===== src/rtl/branch_pc_unit_pkg.sv =====
// Shared branch-type codes, 2-bit counter states and counter helpers for the branch/PC unit.
// The optional predictor is enabled with BRANCH_PREDICT_EN.
package branch_pc_unit_pkg;

  typedef enum logic [3:0] {
    BRANCH_NONE = 4'd0,
    BRANCH_EQ   = 4'd1,
    BRANCH_NE   = 4'd2,
    BRANCH_LT   = 4'd3,
    BRANCH_GE   = 4'd4,
    BRANCH_LTU  = 4'd5,
    BRANCH_GEU  = 4'd6,
    BRANCH_JAL  = 4'd7,
    BRANCH_JALR = 4'd8
  } branch_e;

  typedef enum logic [1:0] {
    CTR_SNT = 2'd0,
    CTR_WNT = 2'd1,
    CTR_WT  = 2'd2,
    CTR_ST  = 2'd3
  } ctr_e;

  function automatic logic is_branch(input logic [3:0] t);
    return (t >= BRANCH_EQ) && (t <= BRANCH_JALR);
  endfunction

  // Saturating up/down step of a 2-bit direction counter.
  function automatic ctr_e ctr_update(input ctr_e c, input logic t);
    ctr_e n;
    n = c;
    case (c)
      CTR_SNT: n = t ? CTR_WNT : CTR_SNT;
      CTR_WNT: n = t ? CTR_WT  : CTR_SNT;
      CTR_WT:  n = t ? CTR_ST  : CTR_WNT;
      CTR_ST:  n = t ? CTR_ST  : CTR_WT;
      default: n = CTR_WNT;
    endcase
    return n;
  endfunction

endpackage


===== src/rtl/branch_predictor.sv =====
// Direct-mapped taken-branch table: {valid, target, 2-bit counter} per entry.
// Only instantiated by branch_pc_unit when BRANCH_PREDICT_EN is defined.
module branch_predictor
  import branch_pc_unit_pkg::*;
#(
  parameter int XLEN    = 32,
  parameter int ENTRIES = 16
) (
  input  logic            clock,
  input  logic            reset_n,
  input  logic [XLEN-1:0] i_lookup_pc,
  output logic            o_pred_taken,
  output logic [XLEN-1:0] o_pred_target,
  input  logic            i_upd_en,
  input  logic [XLEN-1:0] i_upd_pc,
  input  logic [XLEN-1:0] i_upd_target,
  input  logic            i_upd_taken,
  input  logic            i_upd_jump
);

  localparam int IDX_W = $clog2(ENTRIES);

  logic            r_valid  [ENTRIES];
  logic [XLEN-1:0] r_target [ENTRIES];
  ctr_e            r_ctr    [ENTRIES];

  logic [IDX_W-1:0] w_lk_idx;
  logic [IDX_W-1:0] w_up_idx;
  logic             w_unused_bits;

  assign w_lk_idx      = i_lookup_pc[IDX_W+1:2];
  assign w_up_idx      = i_upd_pc[IDX_W+1:2];
  assign w_unused_bits = ^{i_lookup_pc[XLEN-1:IDX_W+2], i_lookup_pc[1:0],
                           i_upd_pc[XLEN-1:IDX_W+2], i_upd_pc[1:0]};

  // Lookup reads the registered entry, so a same-cycle update is not visible yet.
  assign o_pred_taken  = r_valid[w_lk_idx] && (r_ctr[w_lk_idx] >= CTR_WT);
  assign o_pred_target = r_target[w_lk_idx];

  always_ff @(posedge clock) begin
    if (!reset_n) begin
      for (int i = 0; i < ENTRIES; i++) begin
        r_valid[i] <= 1'b0;
        r_ctr[i]   <= CTR_WNT;
      end
    end else if (i_upd_en) begin
      r_valid[w_up_idx]  <= 1'b1;
      r_target[w_up_idx] <= i_upd_target;
      r_ctr[w_up_idx]    <= i_upd_jump ? CTR_ST : ctr_update(r_ctr[w_up_idx], i_upd_taken);
    end
  end

endmodule


===== src/rtl/branch_pc_unit.sv =====
// Fetch PC register plus branch/jump resolution and mispredict redirect.
// Define BRANCH_PREDICT_EN to add the direct-mapped taken predictor.
module branch_pc_unit
  import branch_pc_unit_pkg::*;
#(
  parameter int              XLEN        = 32,
  parameter logic [XLEN-1:0] RESET_PC    = '0,
  parameter int              BTB_ENTRIES = 16
) (
  input  logic            clock,
  input  logic            reset_n,
  input  logic            stall,
  input  logic            ex_valid,
  input  logic [XLEN-1:0] ex_pc,
  input  logic [XLEN-1:0] rs1_data,
  input  logic [XLEN-1:0] rs2_data,
  input  logic [XLEN-1:0] immediate,
  input  logic [3:0]      branch_type,
  input  logic            ex_pred_taken,
  input  logic [XLEN-1:0] ex_pred_target,
  output logic [XLEN-1:0] pc,
  output logic            pred_taken,
  output logic            redirect,
  output logic            taken,
  output logic            misaligned
);

  localparam logic [XLEN-1:0] PC_STEP = XLEN'(4);

  logic [XLEN-1:0] r_pc;
  logic            w_dir;
  logic            w_taken;
  logic            w_redirect;
  logic [XLEN-1:0] w_jalr_sum;
  logic [XLEN-1:0] w_target;
  logic [XLEN-1:0] w_fall;
  logic            w_pred_taken;
  logic [XLEN-1:0] w_pred_target;

  always_comb begin
    w_dir = 1'b0;
    case (branch_type)
      BRANCH_EQ:   w_dir = (rs1_data == rs2_data);
      BRANCH_NE:   w_dir = (rs1_data != rs2_data);
      BRANCH_LT:   w_dir = ($signed(rs1_data) <  $signed(rs2_data));
      BRANCH_GE:   w_dir = ($signed(rs1_data) >= $signed(rs2_data));
      BRANCH_LTU:  w_dir = (rs1_data <  rs2_data);
      BRANCH_GEU:  w_dir = (rs1_data >= rs2_data);
      BRANCH_JAL:  w_dir = 1'b1;
      BRANCH_JALR: w_dir = 1'b1;
      default:     w_dir = 1'b0;
    endcase
  end

  assign w_jalr_sum = rs1_data + immediate;
  assign w_target   = (branch_type == BRANCH_JALR) ? {w_jalr_sum[XLEN-1:1], 1'b0}
                                                   : ex_pc + immediate;
  assign w_fall     = ex_pc + PC_STEP;
  assign w_taken    = ex_valid && w_dir;
  assign w_redirect = ex_valid && ((w_taken != ex_pred_taken) ||
                                   (w_taken && (w_target != ex_pred_target)));

`ifdef BRANCH_PREDICT_EN
  branch_predictor #(
    .XLEN    (XLEN),
    .ENTRIES (BTB_ENTRIES)
  ) u_predictor (
    .clock         (clock),
    .reset_n       (reset_n),
    .i_lookup_pc   (r_pc),
    .o_pred_taken  (w_pred_taken),
    .o_pred_target (w_pred_target),
    .i_upd_en      (ex_valid && is_branch(branch_type)),
    .i_upd_pc      (ex_pc),
    .i_upd_target  (w_target),
    .i_upd_taken   (w_taken),
    .i_upd_jump    ((branch_type == BRANCH_JAL) || (branch_type == BRANCH_JALR))
  );
`else
  logic w_unused_cfg;
  assign w_unused_cfg  = (BTB_ENTRIES > 1);
  assign w_pred_taken  = 1'b0;
  assign w_pred_target = '0;
`endif

  // Status outputs read as zero while reset is asserted.
  assign pc         = r_pc;
  assign pred_taken = reset_n && w_pred_taken;
  assign redirect   = reset_n && w_redirect;
  assign taken      = reset_n && w_taken;
  assign misaligned = reset_n && w_taken && (w_target[1:0] != 2'b00);

  always_ff @(posedge clock) begin
    if (!reset_n) begin
      r_pc <= RESET_PC;
    end else if (w_redirect) begin
      r_pc <= w_taken ? w_target : w_fall;
    end else if (stall) begin
      r_pc <= r_pc;
    end else if (w_pred_taken) begin
      r_pc <= w_pred_target;
    end else begin
      r_pc <= r_pc + PC_STEP;
    end
  end

endmodule


===== config.mk =====
export PLATFORM = sky130hd
export DESIGN_NAME = branch_pc_unit
export DESIGN_NICKNAME = d
export VERILOG_FILES = /design/src/rtl/branch_pc_unit_pkg.sv /design/src/rtl/branch_predictor.sv /design/src/rtl/branch_pc_unit.sv
export SDC_FILE = /design/constraint.sdc
export NUM_CORES = 1
export LEC_CHECK = 0
export CAP_MARGIN = 20
export CORE_MARGIN = 2
export CORE_UTILIZATION = 45
export DETAILED_ROUTE_END_ITERATION = 12
export GPL_TIMING_DRIVEN = 0
export PLACE_DENSITY_LB_ADDON = 0.1
export SETUP_SLACK_MARGIN = 0.5
export SYNTH_ARGS = -nofsm -noshare
export SYNTH_HDL_FRONTEND = slang
export SYNTH_SLANG_ARGS = --single-unit

===== constraint.sdc =====
create_clock -name clock -period 4.9 [get_ports clock]
set_input_delay 0.49 -clock clock [delete_from_list [all_inputs] [get_ports clock]]
set_output_delay 0.49 -clock clock [all_outputs]
set_load 0.1 [all_outputs]

==> Implementation_results.wiki <==
{| class="wikitable"
! Metric !! Value
|-
| Max Cap Violations || 0
|-
| Switching share of total power || between 40% and 50%
|-
| WP depth || 16
|-
| CP Launch Type || input pin
|-
| Detailed Route WL || 34400 µm
|-
| TritonCTS clock tree || built
|-
| Boundary Pins || 205
|-
| Worst EP arrival || between 4 and 5 ns
|-
| First DRT Iteration DRCs || roughly 560
|-
| Ordered cell list for the critical path || clkdlybuf4s50_1, ha_1, buf_2, nand2_1, o21ai_4, a221oi_2, and3_1, o21ai_1, o2111ai_2, nor3_2, o22ai_2, nor4_4, nand4_4, o21ai_4, nor2_4, buf_12
|-
| RSZ-0062 raised after global routing || yes
|-
| RR Startpoint || pc[5]
|-
| Clock root buffer master || sky130_fd_sc_hd__clkbuf_16
|-
| Number of placement rows || 50
|-
| Run status || finished clean
|-
| Hold violation count in the final report || 0
|-
| Share of total power in sequential cells || 13.3%
|-
| Flip-flop count of the largest register after layout || 32
|-
| Clock sink count || 32
|-
| Half-perimeter wire length after detailed placement || 27700 µm
|-
| Floorplan die height || 142 µm
|-
| Total die area || 20200 µm²
|-
| Number of pins with negative max-slew slack in the final report || 0
|-
| Worst Path Max Fanout || 8
|-
| Number of detailed-routing iterations run before antenna repair || 5
|-
| Top area cells in the synthesized netlist || sky130_fd_sc_hd__ha_1, sky130_fd_sc_hd__xnor2_1, sky130_fd_sc_hd__nand2_1
|-
| Cts bufs inserted || 5
|-
| Seq cells post-synth || 32
|-
| Placed Instance Area || about 11000 µm²
|-
| Ratio of routed vias to standard cells || 6.00
|-
| Slowest cell on crit path || sky130_fd_sc_hd__clkdlybuf4s50_1
|-
| Total number of yosys warnings || 0
|-
| Initial Utilization || 46.0%
|-
| Maximum vdd drop || 0.142 mV
|-
| Relative slew slack || about a third
|-
| Congestion Overflow GR || 0
|-
| Total buffers and inverters traversed by the critical path || 3
|-
| Worst Hold Launch || pc[0]
|-
| CP Class || in2out
|-
| Antenna violations before repair || 0
|-
| Highest clock frequency the design can meet || around 220 MHz
|-
| Final core area utilization || 67.1%
|-
| Static power due to leakage || 5.10 nW
|-
| Fill cell count || 1663
|-
| Dominant cell type by area after synthesis || sky130_fd_sc_hd__ha_1
|-
| Maximum level of the CTS H-tree || 2
|-
| Clock Path Buffers || 2
|-
| Sequential standard cell area || 641 µm²
|-
| Area grow syn2layout || 45.8%
|-
| Later-pin clock latency in the skew report || 0.28 ns
|-
| Power Internal || about 1.2 mW
|-
| Instance count of the mapped netlist || 1206
|-
| Final number of setup-violating endpoints || 0
|-
| Fraction of final layout cells sized beyond drive strength 1 || 18.7%
|-
| DR WL/cell || 20.3 µm
|-
| Via total after detailed routing || 10200
|-
| Critical register-to-register path endpoint || pc[31]
|-
| Commonest register cell after synthesis || sky130_fd_sc_hd__dfxtp_1
|-
| Minimum setup slack among reg-to-reg paths || 2.06 ns
|-
| Count of flip-flops with a built-in enable after synthesis || 0
|-
| Post-synthesis net count || 1472
|-
| Cell Area, Synth || 8600 µm²
|-
| Clock network fraction of design power || 14.2%
|-
| DRC violations left || 0
|-
| Share of synthesized flip-flops with an asynchronous set or reset || 0%
|-
| Family with the most delay on the worst path || simple AND/OR/NAND/NOR gates
|-
| Worst-case reg-to-reg path depth || 11
|-
| Actual slew at the worst max-slew pin || 0.973 ns
|-
| Multi-input logic area || 8570 µm²
|-
| DIE WIDTH || 142 µm
|-
| Proportion of netlist area held by the largest area contributor || 13.8%
|-
| Cell variety after synth || 97
|-
| Total Power || 2.30 mW
|-
| Power Density || 183 nW/µm²
|-
| Via count of the first global-routing pass || 9797
|-
| Total GRT Usage || between 30% and 40%
|-
| Clock period minus final worst setup slack || about 4.5 ns
|-
| Class of the tightest hold or removal check || reg2reg
|-
| Proportion of synthesized chip area in sequential cells || 7.45%
|-
| Synthesized area per cell || 7.13 µm²
|-
| Dominant cell type by count on the critical path || sky130_fd_sc_hd__o21ai_4
|-
| Global placement routability congestion || 0.956
|-
| Final clock skew || 0.00590 ns
|-
| Final cycle utilization of the critical path || 92.3%
|-
| Worst Hold Path Cells || 2
|-
| Largest incremental delay on the critical path || 0.52 ns
|-
| Number of antenna diodes || 0
|-
| Capture endpoint of the worst hold path || pc[0]
|-
| CORE AREA || 18700 µm²
|-
| Net switching power || 1.12 mW
|-
| Worst Path Required || 4.41 ns
|-
| Design area || 12500 µm²
|-
| Clock-pin slew on the worst setup and hold paths || roughly 0.050 ns
|-
| Total number of nets in the final design || 1727
|-
| Number of nets still failing antenna checks after routing || 0
|-
| Kind of end point of the critical path || output port
|-
| First-pass GRT wire length || 52200 µm
|-
| Number of buffers inserted by port buffering || 202
|-
| Combinational fraction of design power || 72.4%
|-
| Largest net degree at the start of global routing || 11
|}
-- worst max-delay path by stage --
stage / end / from / slack (ns)
after floorplan: taken / rs2_data[1] / 0.52
after global placement: redirect / immediate[0] / -1.58
after detailed placement: redirect / immediate[0] / -1.62
after CTS: redirect / immediate[0] / 0.45
after global routing: redirect / rs1_data[7] / 0.29
final: redirect / immediate[25] / 0.38
-- Yosys cell counts (all sizes together), types with 18 or more instances --
cell type	count
a21oi	101
and3	18
buf	18
clkbuf	28
dfxtp	32
ha	95
inv	54
mux2i	45
nand2	172
nand3	41
nand4	37
nor2	83
nor3	27
o211ai	41
o21ai	59
xnor2	78
xor2	59
-- layout by cell type, fill, tap and decap left out, drive strengths merged, types with 39 or more instances in the layout --
master and count:
a21oi 101, inv 54, clkdlybuf4s50 133, nand3 41, o21ai 59, xnor2 78
dlygate4sd2 39, nor2 83, xor2 59, nand2 172, o211ai 41, ha 95
mux2i 45, buf 72
-- cell type report --
class | count | share of cell area [%]
Timing Repair Buffer | 248 | 18.8
Buffer | 46 | 2.63
Multi-Input combinational cell | 1073 | 68.3
Tap cell | 234 | 2.33
Clock buffer | 7 | 1.22
Sequential cell | 32 | 5.10
Inverter | 55 | 1.65
-- routing by layer --
layer / wire (µm) / track usage (%)
met1: 14900 / 43.2
met2: 16000 / 56.7
met3: 2250 / 3.10
met4: 1200 / 11.6
met5: 0 / 0
-- repair_timing --
action,in CTS,in global routing
setup buffers,37,9
gates resized for setup,278,85
pin swaps,57,33
hold buffers,0,0
endpoints found under the setup margin,35,4
-- worst reg2reg max path: stages, from the launching register on --
cell and delay [ns]:
sky130_fd_sc_hd__dfxtp_1 0.39, sky130_fd_sc_hd__and3_1 0.22, sky130_fd_sc_hd__and3_1 0.21, sky130_fd_sc_hd__nand3_1 0.18
sky130_fd_sc_hd__nor3_1 0.33, sky130_fd_sc_hd__nand2_1 0.14, sky130_fd_sc_hd__nor3_1 0.45, sky130_fd_sc_hd__nand2_1 0.19
sky130_fd_sc_hd__nor3_1 0.28, sky130_fd_sc_hd__xor2_1 0.17, sky130_fd_sc_hd__nand2_1 0.07, sky130_fd_sc_hd__mux2i_1 0.14
-- through the flow --
stage | hold slack [ns] | setup slack [ns] | TNS [ns] | cells
3_5_place_dp | 0.454 | -1.62 | -14.25 | 1642
4_1_cts | 0.462 | 0.447 | 0 | 1686
3_3_place_gp | 0.448 | -1.58 | -12.51 | 1642
6_report | 0.459 | 0.378 | 0 | 1695
2_1_floorplan | 0.714 | 0.518 | 0 | 1206
5_1_grt | 0.482 | 0.289 | 0 | 1695
-- power by group through the flow --
stage / Combinational, mW / Sequential (mW) / Clock [mW]
after detailed placement: 1.40 / 0.311 / 0
after global routing: 1.77 / 0.310 / 0.345
after floorplan: 0.780 / 0.467 / 0
final: 1.67 / 0.307 / 0.328
after CTS: 1.57 / 0.306 / 0.330
after global placement: 1.39 / 0.311 / 0
-- kinds of logic after synthesis --
family,Yosys count,share of synthesized area [%]
other cells,1,0.0436
compound gates,333,26.3
flops,32,7.45
xor+xnor,142,15.4
simple gates,451,25.4
buf+inv,101,5.31
fa+ha+maj,97,14.3
mux,49,5.85
Power figures use the tool's default switching activity.
